==> src/rtl/mtimer.sv <==
// mtimer: 64-bit memory-mapped machine timer with compare interrupt.
//
// Register window (64 bytes at BASE_ADDR, word accesses only):
//   0x00 MTIME_LO     0x04 MTIME_HI (reads hi_shadow)
//   0x08 MTIMECMP_LO  0x0C MTIMECMP_HI
//   0x10 CTRL         bit0 CNT_EN, bit1 IRQ_EN
//   0x14 PRESCALE     present only with MTIMER_PRESCALE_EN defined
//
// Ports:
//   clk             system clock, rising edge
//   rst             synchronous active-high reset
//   rd_en, wr_en    bus read / write strobes
//   addr            byte address
//   wdata           write data
//   rdata           combinational read data (0 when not selected)
//   timer_interrupt registered level interrupt
//
// Build option: define MTIMER_PRESCALE_EN to add the tick prescaler.
module mtimer #(
    parameter logic [31:0] BASE_ADDR = 32'h0000_F000
) (
    input  logic        clk,
    input  logic        rst,
    input  logic        rd_en,
    input  logic        wr_en,
    input  logic [31:0] addr,
    input  logic [31:0] wdata,
    output logic [31:0] rdata,
    output logic        timer_interrupt
);

    localparam logic [3:0] OFF_MTIME_LO    = 4'd0;
    localparam logic [3:0] OFF_MTIME_HI    = 4'd1;
    localparam logic [3:0] OFF_MTIMECMP_LO = 4'd2;
    localparam logic [3:0] OFF_MTIMECMP_HI = 4'd3;
    localparam logic [3:0] OFF_CTRL        = 4'd4;
    localparam logic [3:0] OFF_PRESCALE    = 4'd5;

    logic        sel;
    logic        wr;
    logic        rd;
    logic [3:0]  idx;
    logic        tick;
    logic [31:0] prescale_rd;

    logic [63:0] mtime_q, mtime_d;
    logic [63:0] mtimecmp_q, mtimecmp_d;
    logic [31:0] hi_shadow_q, hi_shadow_d;
    logic [1:0]  ctrl_q, ctrl_d;
    logic        irq_q, irq_d;

    assign sel = (addr[31:6] == BASE_ADDR[31:6]) && (addr[1:0] == 2'b00);
    assign wr  = wr_en && sel;
    assign rd  = rd_en && sel;
    assign idx = addr[5:2];

`ifdef MTIMER_PRESCALE_EN
    logic [31:0] prescale_q, prescale_d;
    logic [31:0] presc_cnt_q, presc_cnt_d;

    // Counter advances only on CNT_EN cycles; a tick fires on the cycle it matches PRESCALE.
    always_comb begin
        prescale_d  = prescale_q;
        presc_cnt_d = presc_cnt_q;
        tick        = 1'b0;
        if (ctrl_q[0]) begin
            if (presc_cnt_q == prescale_q) begin
                tick        = 1'b1;
                presc_cnt_d = 32'd0;
            end else begin
                presc_cnt_d = presc_cnt_q + 32'd1;
            end
        end
        if (wr && (idx == OFF_PRESCALE)) begin
            prescale_d  = wdata;
            presc_cnt_d = 32'd0;
        end
    end

    always_ff @(posedge clk) begin
        if (rst) begin
            prescale_q  <= 32'd0;
            presc_cnt_q <= 32'd0;
        end else begin
            prescale_q  <= prescale_d;
            presc_cnt_q <= presc_cnt_d;
        end
    end

    assign prescale_rd = prescale_q;
`else
    assign tick        = ctrl_q[0];
    assign prescale_rd = 32'd0;
`endif

    always_comb begin
        mtime_d     = mtime_q;
        mtimecmp_d  = mtimecmp_q;
        hi_shadow_d = hi_shadow_q;
        ctrl_d      = ctrl_q;

        // A write to either mtime half wins over the tick for the whole counter.
        if (wr && (idx == OFF_MTIME_LO)) begin
            mtime_d[31:0] = wdata;
        end else if (wr && (idx == OFF_MTIME_HI)) begin
            mtime_d[63:32] = wdata;
        end else if (tick) begin
            mtime_d = mtime_q + 64'd1;
        end

        if (wr && (idx == OFF_MTIMECMP_LO)) mtimecmp_d[31:0]  = wdata;
        if (wr && (idx == OFF_MTIMECMP_HI)) mtimecmp_d[63:32] = wdata;
        if (wr && (idx == OFF_CTRL))        ctrl_d            = wdata[1:0];

        // Snapshot the upper half so a following HI read matches the LO just returned.
        if (rd && (idx == OFF_MTIME_LO)) hi_shadow_d = mtime_q[63:32];

        irq_d = ctrl_q[1] && (mtime_q >= mtimecmp_q);
    end

    always_comb begin
        rdata = 32'd0;
        if (rd) begin
            case (idx)
                OFF_MTIME_LO:    rdata = mtime_q[31:0];
                OFF_MTIME_HI:    rdata = hi_shadow_q;
                OFF_MTIMECMP_LO: rdata = mtimecmp_q[31:0];
                OFF_MTIMECMP_HI: rdata = mtimecmp_q[63:32];
                OFF_CTRL:        rdata = {30'd0, ctrl_q};
                OFF_PRESCALE:    rdata = prescale_rd;
                default:         rdata = 32'd0;
            endcase
        end
    end

    always_ff @(posedge clk) begin
        if (rst) begin
            mtime_q     <= 64'd0;
            mtimecmp_q  <= 64'hFFFF_FFFF_FFFF_FFFF;
            hi_shadow_q <= 32'd0;
            ctrl_q      <= 2'd0;
            irq_q       <= 1'b0;
        end else begin
            mtime_q     <= mtime_d;
            mtimecmp_q  <= mtimecmp_d;
            hi_shadow_q <= hi_shadow_d;
            ctrl_q      <= ctrl_d;
            irq_q       <= irq_d;
        end
    end

    assign timer_interrupt = irq_q;

endmodule

==> config.mk <==
export PLATFORM = sky130hd
export DESIGN_NAME = mtimer
export DESIGN_NICKNAME = d
export VERILOG_FILES = /design/src/rtl/mtimer.sv
export SDC_FILE = /design/constraint.sdc
export NUM_CORES = 1
export LEC_CHECK = 0
export BUFFER_PORTS_ARGS = -buffer_cell sky130_fd_sc_hd__buf_2
export CAP_MARGIN = 20
export CORE_ASPECT_RATIO = 2
export CORE_MARGIN = 2
export CORE_UTILIZATION = 40
export DETAILED_ROUTE_END_ITERATION = 12
export SYNTH_ARGS = -nofsm -noshare
export SYNTH_HDL_FRONTEND = slang
export SYNTH_SLANG_ARGS = --single-unit
==> constraint.sdc <==
create_clock -name clk -period 2.4 [get_ports clk]
set_clock_uncertainty 0.2 [all_clocks]
set_input_delay 0.12 -clock clk [delete_from_list [all_inputs] [get_ports clk]]
set_output_delay 0.12 -clock clk [all_outputs]
set_load 0.005 [all_outputs]
==> impl_metrics.yaml, run 1 <==
sta:
  setup_viol: 0
  period_share_pct: 96.77
  slew_headroom_pct: 60.26
  hold_viol_final: 0
  worst-slew-pin-transition_ps: 596.1
  period_minus_slack_ps: 2322
  max_freq_ghz: 0.4306
  finalMaxSlewViolations: 0
worst_setup_path:
  rrSetupSlack_ps: 80
  cp_num_buf_inv: 0
  worstSetupPathType: "flip-flop to flip-flop"
  rr_endpoint: "mtime_q[37]"
  cp.arrival_ps: 2510
  crit_path_start_kind: "flip-flop"
  cpLargestDelayFamily: "simple AND/OR/NAND/NOR gates"
  crit_top_cell: "or4_4"
  critPathMaxFanout: 4
  cp_cell_sequence: "nand4_4 > or4_4 > or4_4 > o21ai_2 > a21oi_1 > a211oi_2"
  slowest_delay_ps: 580
  cp_slowest_cell: "or4_4"
  cp.required_ps: 2580
  critPathCaptureType: "flip-flop"
  rr_worst_depth: 6
  r2r_start: "mtime_q[21]"
final_layout:
  post-route-cell-area_sq_mm: 0.01295
  utilization_pct: 51.96
  antennaDiodeCount: 0
  drive_gt1_share_pct: 23.49
  fin_nets: 1546
  syn_to_final_growth_pct: 28.11
worst_hold_path:
  whs_path_depth: 4
  min_to: "mtimecmp_q[0]"
  holdCritStartpoint: "wr_en"
  hold_path_class: "primary input to flip-flop"
synthesis:
  synth_commonest_cells: "nand2_1 (184), dfxtp_1 (163), a21oi_1 (87), inv_1 (76), o211ai_1 (74)"
  syn_avg_cell_area_sq_um: 8.330
  syn_nets: 1347
  ys_warn_count: 0
  synth-edff-count: 0
  async_flop_share_pct: 0
  synth.cell_area_sq_mm: 0.01011
  yosys.area.top_type: "dfxtp_1"
  synth_top_area_share_pct: 32.27
  yosysUniqueCellTypes: 76
  ys_seq_area_share_pct: 32.27
  synth_seq_cells: 163
  synthCells: 1214
  synth_top_cells_by_area: "dfxtp_1 (32%), ha_1 (8.0%), nand2_1 (6.8%)"
  ys.flop_type: "dfxtp_1"
  synth_most_common_cell: "nand2_1"
global_routing:
  grt_max_degree: 87
  grt_first_pass_wirelength_microns: 57040
  track_usage_pct: 28.52
  grt_overflow: 0
  grt_pass1_vias: 10390
  grt_antenna_before_repair: 0
floorplan:
  die_h_microns: 228.9
  core_sq_mm: 0.02493
  ios: 101
  fp.dieArea_sq_mm: 0.02665
  rows: 82
  die_w_microns: 116.4
  initial_utilization_pct: 40.56
clock_tree:
  cts_tree: "built"
  cts_made_buffers: 17
  h-tree-depth: 4
  cts.clk_slew.worst_paths_ps: 60
  cts_sinks: 163
  clk_latency_ps: 460
  cts.path.max_buffers: 2
  clock-root-buffer: "clkbuf_16"
pwr:
  cellLeakagePower_nw: 5.485
  power_density_mw_per_mm2: 460.1
  ir_drop_v: 0.0005286
routing:
  vias: 10070
  viasPerCell: 5.717
  initialDrtViolationCount: 544
  drc_errors: 0
  routed_wl_microns: 36750
  post_drt_wl_per_cell_microns: 20.85
  ant_nets: 0
  dr.pass1.iters: 6
placed_design:
  portBuffers: 100
  gp_congestion: 0.9498
  dp_hpwl_microns: 27740
  dpl-instance-area_sq_mm: 0.01181
outcome:
  status: "completed"
job:
  maxCapViolCount: 0
-- layout by cell type (no fill, tap or decap), types with 5 or more instances in the layout --
cell,n
a211oi_1,36
a21oi_1,87
a31oi_1,7
and3_1,11
and4_1,15
buf_12,14
buf_2,100
buf_4,111
clkbuf_16,17
dfxtp_1,154
dfxtp_2,7
dlygate4sd3_1,33
ha_1,64
inv_1,74
mux2i_1,5
mux4_2,29
nand2_1,183
nand3_1,30
nand4_1,38
nor2_1,70
nor2b_1,33
nor3_1,16
nor4_1,17
nor4_4,5
nor4b_1,6
o211ai_1,74
o21ai_0,23
o21ai_1,10
o32ai_1,7
xnor2_1,14
xor2_1,17
-- worst max path at each step --
stage	start	endpoint	slack, ps	cells past startpoint
after global routing	mtime_q[18]	timer_interrupt	-7	8
final	mtime_q[21]	mtime_q[37]	80	6
after floorplan	mtime_q[18]	mtime_q[37]	80	6
after global placement	mtime_q[0]	timer_interrupt	-580	8
after detailed placement	mtime_q[0]	timer_interrupt	-550	8
after CTS	mtime_q[40]	mtime_q[53]	2	6
-- per-layer routing --
metal / GRT usage (%) / vias to the layer above / part of all wire, %
met5: 0 / - / 0
met1: 27.86 / 4820 / 34
met2: 53.29 / 252 / 55
li1: - / 4875 / -
met3: 3.394 / 127 / 2.8
met4: 19.94 / 0 / 7.4
-- registers in the layout (all words and copies together), names as in the netlist --
register and cells:
timer_interrupt 1, mtimecmp_q 64, ctrl_q 2, mtime_q 64
hi_shadow_q 32
-- tightest hold or removal path, cell delays in order --
cell	delay, ps
buf_2	110
and4b_2	300
mux2i_1	90
nand2_1	60
-- area by class of cell --
cell class,instances,area (sq um)
clock buffers,22,454.2
clock inverters,10,156.4
fillers,2401,11980
inverters,76,285.3
multi-input cells,897,6415
flip-flops and latches,163,3279
well taps,336,420.4
repair buffers,258,1944
-- metrics by stage --
stage	cells	setup WS, ps	total power, mW	hold WS [ps]	TNS, ps
final	1762	77.57	5.961	54.26	0
after global routing	1762	-6.834	6.112	67.77	-6.834
after CTS	1759	1.979	6.002	36.64	0
after detailed placement	1694	-546.4	3.053	210.6	-679.8
after global placement	1694	-584.8	3.053	198.8	-627.6
after floorplan	1214	80.83	2.895	48.46	0
-- cells by family (layout without fill, tap and decap cells) --
group                      after synthesis  count (layout)  synth area share [%]
adders and majority gates               65              65                 8.043
AOI/OAI and AO/OA                      297             297                 19.67
muxes                                   37              37                 7.436
buffers and inverters                  154             366                 6.137
and+or+nand+nor                        467             467                 23.76
DFF                                    163             163                 32.27
xor gates and xnor gates                31              31                 2.685
-- power breakdown --
part           switching (mW)  leakage, nW  internal, mW
registers        0.0000000418         1.32          2.70
logic                   0.183         3.87         0.147
clock network            1.17        0.298          1.76
-- timing repair --
| action | in CTS | in global routing |
|---|---|---|
| pin swaps | 4 | 12 |
| setup buffers | 0 | 3 |
| endpoints found under the hold margin | 129 | 0 |
| setup endpoints to repair | 4 | 37 |
| resized for setup | 12 | 28 |
| hold buffers | 33 | 0 |
Power figures use the tool's default switching activity.
==> run 2: changes to the inputs <==
Settings changed: CORE_UTILIZATION 40 to 31.
==> run 2 against run 1 <==
Effect of this change:
- utilization is 11 points lower
- highest routed layer unchanged
- cell area is 0.82% higher
- via count is 1.5% higher
- routed wire length is 5.4% higher
- critical endpoint is now timer_interrupt
- power hardly changed
- clock power hardly changed
- critical path depth is 2 higher
==> impl_metrics.yaml, run 2 (same netlist as run 1, synthesis figures left out) <==
final_layout:
  fin_nets: 1558
  final.fill_count: 3293
  antennaDiodeCount: 0
  reg_top3: "mtime_q x64, mtimecmp_q x64, hi_shadow_q x32"
  drive_gt1_share_pct: 23.59
  syn_to_final_growth_pct: 29.16
  layout_common_cells: "nand2_1 (183), dfxtp_1 (158), buf_4 (125)"
  utilization_pct: 40.67
  final_common_cell: "nand2_1"
global_routing:
  grt_max_degree: 65
  grt_first_pass_wirelength_microns: 58530
  grt_pass1_vias: 10420
  grt_overflow: 0
  grt_antenna_before_repair: 0
  track_usage_pct: 22.53
clock_tree:
  cts.clk_slew.worst_paths_ps: 70
  cts_tree: "built"
  clock-root-buffer: "clkbuf_16"
  h-tree-depth: 4
  cts_sinks: 163
  cts.path.max_buffers: 2
  clk_latency_ps: 460
  postCtsSetupBuffers: 0
  cts_made_buffers: 17
job:
  maxCapViolCount: 0
floorplan:
  core_sq_mm: 0.03212
  ios: 101
  die_h_microns: 259.4
  initial_utilization_pct: 31.49
  fp.dieArea_sq_mm: 0.03417
  die_w_microns: 131.7
  rows: 93
worst_setup_path:
  rr_worst_depth: 8
  cp.arrival_ps: 2570
  worstSetupPathType: "flip-flop to flip-flop"
  r2r_start: "mtime_q[19]"
  rrSetupSlack_ps: 20
  crit_path_start_kind: "flip-flop"
  cp.required_ps: 2590
  rr_endpoint: "timer_interrupt"
  critPathMaxFanout: 6
  cp_slowest_cell: "nor4_4"
  slowest_delay_ps: 380
  cp_cell_sequence: "buf_4 > ha_1 > nand4_1 > nor4_4 > nand2_1 > o2111ai_1 > a211oi_2 > o2bb2ai_1"
  critPathCaptureType: "flip-flop"
pwr:
  power_density_mw_per_mm2: 456.8
  ir_drop_v: 0.0005029
  cellLeakagePower_nw: 5.524
  p_total_mw: 5.966
sta:
  period_share_pct: 99.10
  worst-slew-pin-transition_ps: 601.7
  hold_viol_final: 0
  max_freq_ghz: 0.4204
  setup_viol: 0
  period_minus_slack_ps: 2378
  hold_ws_ps: 52.52
  finalMaxSlewViolations: 0
  fin_ws_ps: 21.52
  rsz0062_at_grt: "yes"
  slew_headroom_pct: 59.74
worst_hold_path:
  hold_path_class: "primary input to flip-flop"
  holdCritStartpoint: "addr[4]"
  min_to: "ctrl_q[1]"
  whs_path_depth: 4
routing:
  post_drt_wl_per_cell_microns: 20.78
  viasPerCell: 5.486
  ant_nets: 0
  dr.pass1.iters: 5
  routed_wl_microns: 38740
  initialDrtViolationCount: 627
  vias: 10230
  drc_errors: 0
placed_design:
  gp_congestion: 1.025
  dp_hpwl_microns: 29980
  pre_cts_slack_ps: -158.2
  portBuffers: 100
outcome:
  status: "completed"
## run 2: metal layers
| layer | part of all wire (%) | vias up | track usage (%) |
|---|---|---|---|
| li1 | - | 4884 | - |
| met1 | 34 | 4911 | 20.56 |
| met2 | 55 | 300 | 43.75 |
| met3 | 2.9 | 130 | 2.890 |
| met4 | 8.5 | 0 | 18.57 |
| met5 | 0 | - | 0 |
## run 2: critical path, delay by kind of cell (launching register included)
family | cells | cell delay [ps]
AO/OA/AOI/OAI | 3 | 520
adder cells (fa/ha/maj) | 1 | 320
buffers and inverters | 1 | 180
flip-flops | 1 | 340
AND/OR/NAND/NOR | 3 | 750
## run 2: worst max-delay path by stage
stage                startpoint              end  depth (start not counted)
floorplan           mtime_q[18]      mtime_q[37]                          6
global placement    mtime_q[20]  timer_interrupt                          9
detailed placement  mtime_q[20]  timer_interrupt                          8
CTS                  mtime_q[0]  timer_interrupt                          9
global route         mtime_q[0]  timer_interrupt                          9
finish              mtime_q[19]  timer_interrupt                          8
## run 2: final cells by class
cell class	instances	area (sq um)	area share, %
Timing Repair Buffer	270	2009	15.38
Clock buffer	22	484.2	3.707
Clock inverter	9	127.6	0.9771
Sequential cell	163	3269	25.03
Multi-Input combinational cell	897	6351	48.63
Tap cell	427	534.3	4.090
Inverter	76	285.3	2.184
## run 2: timing repair
item | CTS | global route
resized for setup | 8 | 17
pin swaps | 3 | 1
setup endpoints to repair | 3 | 18
endpoints found under the hold margin | 132 | 0
hold buffers | 33 | 0
## run 2: where the power goes
group	total [mW]	internal (mW)	switching (mW)	leakage [nW]
clock network	2.92	1.74	1.19	0.294
registers	2.70	2.70	0.0000000469	1.32
logic	0.340	0.148	0.191	3.91
## run 2: stage by stage
step | std cells | instance area (sq um) | setup TNS (ps)
3_5_place_dp | 1800 | 12020 | -175.0
5_1_grt | 1864 | 13060 | -57.26
4_1_cts | 1864 | 13000 | -2.927
2_1_floorplan | 1214 | 10110 | 0
6_report | 1864 | 13060 | 0
3_3_place_gp | 1800 | 12020 | -173.3
==> run 3: changes to the inputs <==
Settings changed: CELL_PAD_IN_SITES_DETAIL_PLACEMENT set to 1, CELL_PAD_IN_SITES_GLOBAL_PLACEMENT set to 1, CORE_ASPECT_RATIO 2 to 1.4, PLACE_DENSITY_LB_ADDON set to 0.1.
==> run 3 against run 2 <==
Effect of this change:
- hold slack lost 10 ps
- clock power fell by 4%
- die area decreased by 0.19%
- power fell by 2.1%
- sequential cell count unchanged
- non-clock buffer count up 29
- sequential power about the same
- setup slack improved by 41 ps
- combinational power about the same
- global-route usage rose by 2.2 points
- utilization up 0.86 points
- critical path type unchanged
- largest cell class unchanged
==> impl_metrics.yaml, run 3 (same netlist as run 1, synthesis figures left out) <==
routing:
  vias: 10290
  ant_nets: 0
  drc_errors: 0
  post_drt_wl_per_cell_microns: 21.50
  routed_wl_microns: 40980
  initialDrtViolationCount: 495
  viasPerCell: 5.398
  dr.pass1.iters: 5
pwr:
  ir_drop_v: 0.0002938
  cellLeakagePower_nw: 5.716
  p_total_mw: 5.842
  power_density_mw_per_mm2: 435.5
final_layout:
  syn_to_final_growth_pct: 32.65
  antennaDiodeCount: 0
  fin_nets: 1587
  layout_common_cells: "nand2_1 (181), buf_4 (151), dfxtp_1 (149)"
  stdcell_count: 1906
  drive_gt1_share_pct: 26.67
  final_common_cell: "nand2_1"
  reg_top3: "mtime_q x64, mtimecmp_q x64, hi_shadow_q x32"
clock_tree:
  h-tree-depth: 4
  cts.clk_slew.worst_paths_ps: 60
  cts_tree: "built"
  clk_latency_ps: 450
  cts_made_buffers: 17
  clock-root-buffer: "clkbuf_16"
  cts_sinks: 163
  cts.path.max_buffers: 2
placed_design:
  portBuffers: 100
  dp_cells: 1839
  dp_hpwl_microns: 30950
  gp_congestion: 0.8447
  pre_cts_slack_ps: -302.1
global_routing:
  grt_max_degree: 65
  grt_pass1_vias: 10890
  grt_first_pass_wirelength_microns: 63460
  grt_antenna_before_repair: 0
  track_usage_pct: 24.71
  grt_overflow: 0
sta:
  finalMaxSlewViolations: 0
  slew_headroom_pct: 59.48
  worst-slew-pin-transition_ps: 607.8
  period_minus_slack_ps: 2337
  hold_ws_ps: 42.22
  period_share_pct: 97.38
  rsz0062_at_grt: "no"
  fin_ws_ps: 62.91
  hold_viol_final: 0
  max_freq_ghz: 0.4279
  setup_viol: 0
worst_hold_path:
  holdCritStartpoint: "addr[4]"
  min_to: "ctrl_q[1]"
  whs_path_depth: 4
  hold_path_class: "primary input to flip-flop"
worst_setup_path:
  rr_worst_depth: 7
  critPathMaxFanout: 3
  cp.arrival_ps: 2500
  r2r_start: "mtime_q[15]"
  crit_path_start_kind: "flip-flop"
  rrSetupSlack_ps: 60
  cp.required_ps: 2560
  worstSetupPathType: "flip-flop to flip-flop"
  startpoint: "mtime_q[15]"
  rr_endpoint: "mtime_q[37]"
  critPathCaptureType: "flip-flop"
floorplan:
  die_h_microns: 217.7
  die_w_microns: 156.6
  fp.dieArea_sq_mm: 0.03410
  initial_utilization_pct: 31.30
  ios: 101
  rows: 78
  core_sq_mm: 0.03230
outcome:
  status: "completed"
job:
  maxCapViolCount: 0
## run 3: worst max path at each step
stage	to	cells after the start	slack, ps
final	mtime_q[37]	7	60
after global routing	timer_interrupt	9	2
after CTS	timer_interrupt	8	0.6
after detailed placement	timer_interrupt	8	-300
after global placement	mtime_q[40]	7	-40
after floorplan	mtime_q[37]	6	80
## run 3: layout make-up
class | count | area (sq um)
inverters | 76 | 285.3
flip-flops and latches | 163 | 3286
fillers | 3820 | 18890
repair buffers | 299 | 2271
multi-input cells | 897 | 6444
clock inverters | 10 | 107.6
well taps | 440 | 550.5
clock buffers | 21 | 470.5
## run 3: timing repair
item                                    in CTS  in global routing
buffers inserted                             0                  3
hold endpoints to repair                   136                  0
endpoints found under the setup margin      10                 56
gates resized for setup                     14                 42
hold buffers                                33                  0
pin swaps                                    1                 16
## run 3: worst max-delay path, cell delays in order (launching register included)
cell and delay (ps):
dfxtp_1 350, nand4_1 120, buf_4 180, or4_4 550, or4_4 460, o21ai_2 120
a21oi_1 80, a211oi_2 190
## run 3: metrics by stage
stage                     utilization (%)  setup TNS (ps)  instance area (sq um)
after floorplan                         -               0                  10110
after global routing                41.53               0                  13410
after detailed placement            37.99          -663.5                  12270
after CTS                           40.97               0                  13240
final                               41.53               0                  13410
after global placement              37.99          -71.48                  12270
## run 3: power breakdown
part	leakage [nW]	internal (mW)	switching, mW	total (mW)
Combinational	4.11	0.153	0.187	0.341
Clock	0.281	1.60	1.20	2.80
Sequential	1.32	2.70	0.0000000422	2.70
Total	5.72	4.45	1.39	5.84
## run 3: routing by layer
| layer | GRT usage (%) | vias to the layer above | wire (microns) |
|---|---|---|---|
| met5 | 0 | - | 0 |
| met4 | 9.388 | 0 | 1375 |
| met3 | 3.219 | 56 | 903 |
| met2 | 46.52 | 157 | 22210 |
| met1 | 27.97 | 5116 | 16490 |
| li1 | - | 4959 | - |
